==> src/rtl/sync_fifo_pkg.sv <==
// Shared constants, operation encoding and sizing helpers for the synchronous FIFO.
package sync_fifo_pkg;

   localparam int DEFAULT_WIDTH = 8;
   localparam int DEFAULT_DEPTH = 16;

   // Encoding is {write accepted, read accepted}.
   typedef enum logic [1:0] {
      OP_IDLE  = 2'b00,
      OP_READ  = 2'b01,
      OP_WRITE = 2'b10,
      OP_BOTH  = 2'b11
   } fifo_op_e;

   function automatic int addr_width(input int depth);
      return $clog2(depth);
   endfunction

   function automatic int count_width(input int depth);
      return $clog2(depth) + 1;
   endfunction

   function automatic bit depth_ok(input int depth);
      return (depth >= 4) && ((depth & (depth - 1)) == 0);
   endfunction

endpackage

==> src/rtl/sync_fifo_ram.sv <==
// Simple dual-port storage for sync_fifo: one synchronous write port, one asynchronous read port.
module sync_fifo_ram
   import sync_fifo_pkg::*;
#(
   parameter int WIDTH = DEFAULT_WIDTH,
   parameter int DEPTH = DEFAULT_DEPTH
) (
   input  logic                         clk,
   input  logic                         wr_en,
   input  logic [addr_width(DEPTH)-1:0] wr_addr,
   input  logic [WIDTH-1:0]             wr_word,
   input  logic [addr_width(DEPTH)-1:0] rd_addr,
   output logic [WIDTH-1:0]             rd_word
);

   logic [WIDTH-1:0] mem [DEPTH];

   // NOTE: the array has no reset; validity is tracked by the pointers and count, so clearing it would only cost logic.
   always_ff @(posedge clk) begin
      if (wr_en) begin
         mem[wr_addr] <= wr_word;
      end
   end

   // Reads see the pre-edge contents, so a same-edge write to the head slot cannot corrupt the popped word.
   assign rd_word = mem[rd_addr];

endmodule

==> src/rtl/sync_fifo.sv <==
// Synchronous FIFO with count, almost flags and overflow/underflow pulses.
// Define SYNC_FIFO_FWFT_EN for first-word-fall-through output; default is a registered read port.
module sync_fifo
   import sync_fifo_pkg::*;
#(
   parameter int WIDTH      = DEFAULT_WIDTH,
   parameter int DEPTH      = DEFAULT_DEPTH,
   parameter int AFULL_LVL  = DEPTH - 2,
   parameter int AEMPTY_LVL = 2
) (
   input  logic                          clk,
   input  logic                          rst,
   input  logic                          wrt_enable,
   input  logic                          rd_enable,
   input  logic [WIDTH-1:0]              data,
   output logic [WIDTH-1:0]              data_out,
   output logic                          full,
   output logic                          empty,
   output logic                          almost_full,
   output logic                          almost_empty,
   output logic [count_width(DEPTH)-1:0] count,
   output logic                          overflow,
   output logic                          underflow
);

   localparam int AW = addr_width(DEPTH);
   localparam int CW = count_width(DEPTH);

   if (!depth_ok(DEPTH) || (WIDTH < 1)) begin : g_param_check
      $error("sync_fifo: DEPTH must be a power of two >= 4 and WIDTH >= 1");
   end

   logic [AW-1:0]    wr_ptr;
   logic [AW-1:0]    rd_ptr;
   logic             rd_acc;
   logic             wr_acc;
   logic [WIDTH-1:0] head;
   fifo_op_e         op;

   // A pop frees a slot on the same edge, so a full FIFO still takes a write alongside a read.
   always_comb begin
      rd_acc = rd_enable && !empty;
      wr_acc = wrt_enable && (!full || rd_acc);
      op     = fifo_op_e'({wr_acc, rd_acc});
   end

   assign full         = (count == CW'(DEPTH));
   assign empty        = (count == '0);
   assign almost_full  = (count >= CW'(AFULL_LVL));
   assign almost_empty = (count <= CW'(AEMPTY_LVL));

   // NOTE: state registers use non-blocking assignments so every register samples pre-edge values.
   always_ff @(posedge clk or posedge rst) begin
      if (rst) begin
         wr_ptr    <= '0;
         rd_ptr    <= '0;
         count     <= '0;
         overflow  <= 1'b0;
         underflow <= 1'b0;
      end else begin
         if (wr_acc) begin
            wr_ptr <= wr_ptr + AW'(1);
         end
         if (rd_acc) begin
            rd_ptr <= rd_ptr + AW'(1);
         end
         case (op)
            OP_WRITE: count <= count + CW'(1);
            OP_READ:  count <= count - CW'(1);
            default:  count <= count;
         endcase
         overflow  <= wrt_enable && !wr_acc;
         underflow <= rd_enable && empty;
      end
   end

   sync_fifo_ram #(
      .WIDTH (WIDTH),
      .DEPTH (DEPTH)
   ) u_ram (
      .clk     (clk),
      .wr_en   (wr_acc),
      .wr_addr (wr_ptr),
      .wr_word (data),
      .rd_addr (rd_ptr),
      .rd_word (head)
   );

`ifdef SYNC_FIFO_FWFT_EN
   // Head slot is already valid whenever count is non-zero; present zero when nothing is stored.
   assign data_out = empty ? '0 : head;
`else
   always_ff @(posedge clk or posedge rst) begin
      if (rst) begin
         data_out <= '0;
      end else if (rd_acc) begin
         data_out <= head;
      end
   end
`endif

endmodule
==> config.mk <==
export PLATFORM = sky130hd
export DESIGN_NAME = sync_fifo
export DESIGN_NICKNAME = d
export VERILOG_FILES = /design/src/rtl/sync_fifo_pkg.sv /design/src/rtl/sync_fifo_ram.sv /design/src/rtl/sync_fifo.sv
export SDC_FILE = /design/constraint.sdc
export NUM_CORES = 1
export LEC_CHECK = 0
export CAP_MARGIN = 15
export CORE_MARGIN = 8
export CORE_UTILIZATION = 54
export CTS_CLUSTER_SIZE = 16
export DETAILED_ROUTE_END_ITERATION = 8
export HOLD_SLACK_MARGIN = 0.05
export PLACE_DENSITY = 0.76
export SLEW_MARGIN = 10
export SYNTH_ARGS = -nofsm -noshare
export SYNTH_HDL_FRONTEND = slang
export SYNTH_HIERARCHICAL = 1
export SYNTH_SLANG_ARGS = --single-unit
==> constraint.sdc <==
create_clock -name clk -period 2.9 [get_ports clk]
set_input_delay 0.58 -clock clk [delete_from_list [all_inputs] [get_ports clk]]
set_output_delay 0.58 -clock clk [all_outputs]
set_load 0.02 [all_outputs]
==> results by group <==
Pwr
  • PwrDens: 985 nW/um^2
  • Net Switching: roughly 2.2 mW
  • Internal Power: between 4 and 5 mW
  • Peak supply drop: 0.617 mV
  • Clock share of power: 0.262
  • Sw Share: 0.310
  • Flop pwr share: 0.418
  • Combinational power share: 0.320
  • P_leak: 2.55 nW
  • Tot Pwr: 7.17 mW

Die
  • Die Width: 123 um
  • Die Y-Extent: ~120 um
  • Total core area: 11300 um^2
  • Top Ports: 31
  • Die area: between 15000 and 20000 um^2
  • # rows: 39
  • Initial core utilization: 0.546

Critical path
  • Crit path max fanout: 6
  • Reg-to-reg slack, setup: between 0.15 and 0.2 ns
  • Worst setup path class: reg2out
  • CP required: 2.32 ns
  • Worst Path Arrival: 2.26 ns
  • Kind of end point of the critical path: primary output
  • Reg2Reg Depth: 8
  • Startpoint types: flip-flop

Logic synthesis
  • Top-area cell type share of the netlist area: 0.624
  • Post-synthesis cell count: 317
  • Post-synth EDFFs: 128
  • Mapped Nets: 336
  • Syn Area/Cell: 19.4 um^2
  • Synth cell types: 47
  • Yosys reg bits: 151
  • Primary FF master, synth: edfxtp_1
  • Asr flop ratio synth: 0.152
  • Synth top area cells: edfxtp_1 (62%), dfrtp_1 (9.3%), mux4_2 (6.6%)
  • Post-synthesis sequential area ratio: 0.718
  • Syn. warnings: 6
  • Post-synth top area cell: edfxtp_1
  • Cell Area, Synth: 6160 um^2

Routing
  • DR WL met2: around 5700 um
  • ANT nets after route: 0
  • Via count: 3186
  • DRT iter0 DRCs: 284
  • Top sig layer: met4
  • DRC: 0
  • Vias per inst: 5.88
  • DRT Pass-1 Iters: 4
  • WL final: ~12000 um
  • Met3 routed WL: around 590 um
  • Wire length on met1: ~5400 um
  • Drt wl/cell: between 20 and 25 um

Clock tree
  • Cts bufs inserted: 17
  • Post-CTS setup buffers: 0
  • CTS Hold Bufs: 0
  • H-tree depth: 4
  • CTS tree: done
  • Max clock buf depth: 2
  • # clock sinks: 151
  • Post-cts resize count: 0
  • Worst skew pair latency: 0.41 ns
  • CTS root buf: clkbuf_16
  • Worst-path clk slew: approximately 0.05 ns

STA
  • RSZ-0062 raised after global routing: false
  • Setup_tns: 0 ns
  • Slew margin rel.: 0.406
  • Fin. Hold Viols: 0
  • Max Clock Skew: 0.00673 ns
  • Worst-Margin Slew: 0.891 ns
  • Final period util: 0.978
  • Setup violations, final: 0
  • Max Freq: about 0.35 GHz
  • Fin crit period: ~2.8 ns
  • Fin. max-slew vios: 0

Flow run
  • MaxCap Viol Count: 0

Finish
  • Area occupied by multi-input gates: 1620 um^2
  • Most common cell after layout, fill and taps aside: edfxtp_1
  • Ant diodes: 0
  • Layout cells sized above 1: 0.218
  • Final Net Count: 405
  • FILL cells: 760
  • Sequential cell area: roughly 4400 um^2
  • Area grow syn2layout: 18.3%
  • Most frequent cells in the layout: edfxtp_1 (128), buf_4 (33), clkdlybuf4s50_1 (30)

Placed design
  • RD Place Congestion: roughly 0.78
  • DP HPWL: roughly 7500 um
  • Port Buffers: 30

Global route
  • Antenna violations before repair: 0
  • Largest net degree at the start of global routing: 36
  • Global Route Usage Sum: 0.172
  • First-pass GRT wire length: 18600 um
  • Gr ovfl total: 0
  • Vias in the first global route: approximately 3300

Hold path
  • HP Class: reg2reg
  • Hold Path Stages: 1

Run status
  • Outcome: finished, final reports clean
-- flip-flops by register name (all words and copies together), names as in the netlist --
register	flops
data_out	8
rd_ptr	4
overflow	1
count	5
underflow	1
wr_ptr	4
u_ram/mem	128
-- power groups by stage --
stage	Combinational [mW]	Sequential [mW]	Clock (mW)
after CTS	2.32	3.00	1.91
final	2.29	3.00	1.88
after global placement	2.25	3.02	0
after floorplan	1.46	3.05	0
after global routing	2.49	3.04	2.00
after detailed placement	2.30	3.04	0
-- cells by family (layout without fill, tap and decap cells) --
group / after synthesis / count (layout) / share of synthesized area
compound gates: 33 / 33 / 0.0388
xor+xnor: 8 / 8 / 0.0114
mux: 44 / 44 / 0.148
flops: 151 / 151 / 0.718
buf+inv: 18 / 100 / 0.0201
fa+ha+maj: 7 / 7 / 0.0154
simple gates: 56 / 56 / 0.0492
-- per-layer routing --
metal / GRT usage / vias to the layer above
li1: - / 1442
met1: 0.235 / 1639
met2: 0.262 / 83
met3: 0.0350 / 22
met4: 0.0838 / 0
met5: 0 / -
-- cells in the mapped netlist (2+ instances only) --
cell,n
edfxtp_1,128
dfrtp_1,23
mux4_2,18
a22oi_1,16
nor2_1,16
mux4_1,14
nand2_1,11
mux2_1,10
a21oi_1,6
ha_1,6
xnor2_1,6
buf_6,4
nor3_1,4
and2_1,3
buf_2,3
clkdlybuf4s25_2,3
inv_1,3
nand3_1,3
nor3b_1,3
o211ai_1,3
inv_2,2
mux2_2,2
nand2b_1,2
nand3b_1,2
nand4_1,2
nor2b_1,2
xor2_1,2
-- critical path: stages (launching register included) --
cell             delay, ns
dfrtp_2               0.40
buf_4                 0.16
nor4_2                0.38
buf_4                 0.19
and2_1                0.12
clkdlybuf4s50_1       0.60
-- cell type report --
class / instances / area share
flip-flops and latches: 151 / 0.607
clock buffers: 27 / 0.0649
multi-input cells: 148 / 0.222
repair buffers: 63 / 0.0752
well taps: 143 / 0.0246
clock inverters: 5 / 0.00378
inverters: 5 / 0.00258
-- stage by stage --
| step | setup WS, ns | utilization | std cells | hold WS (ns) | instance area (um^2) |
|---|---|---|---|---|---|
| 2_1_floorplan | 0.0231 | - | 317 | 0.487 | 6160 |
| 3_3_place_gp | 0.0754 | 0.602 | 510 | 0.474 | 6780 |
| 3_5_place_dp | -0.0432 | 0.602 | 510 | 0.486 | 6780 |
| 4_1_cts | 0.0339 | 0.646 | 542 | 0.498 | 7280 |
| 5_1_grt | 0.00134 | 0.646 | 542 | 0.516 | 7280 |
| 6_report | 0.0627 | 0.646 | 542 | 0.494 | 7280 |
-- path summary, 6_finish.rpt --
kind,start,end
worst min register to register,data_out[7],data_out[7]
min in group asynchronous,rst,data_out[5]
max in group asynchronous,rst,rd_ptr[1]
worst min-delay path,data_out[7],data_out[7]
worst max register to register,count[0],count[4]
worst max-delay path,count[0],full
No activity file was read; power rests on OpenSTA's default activity.
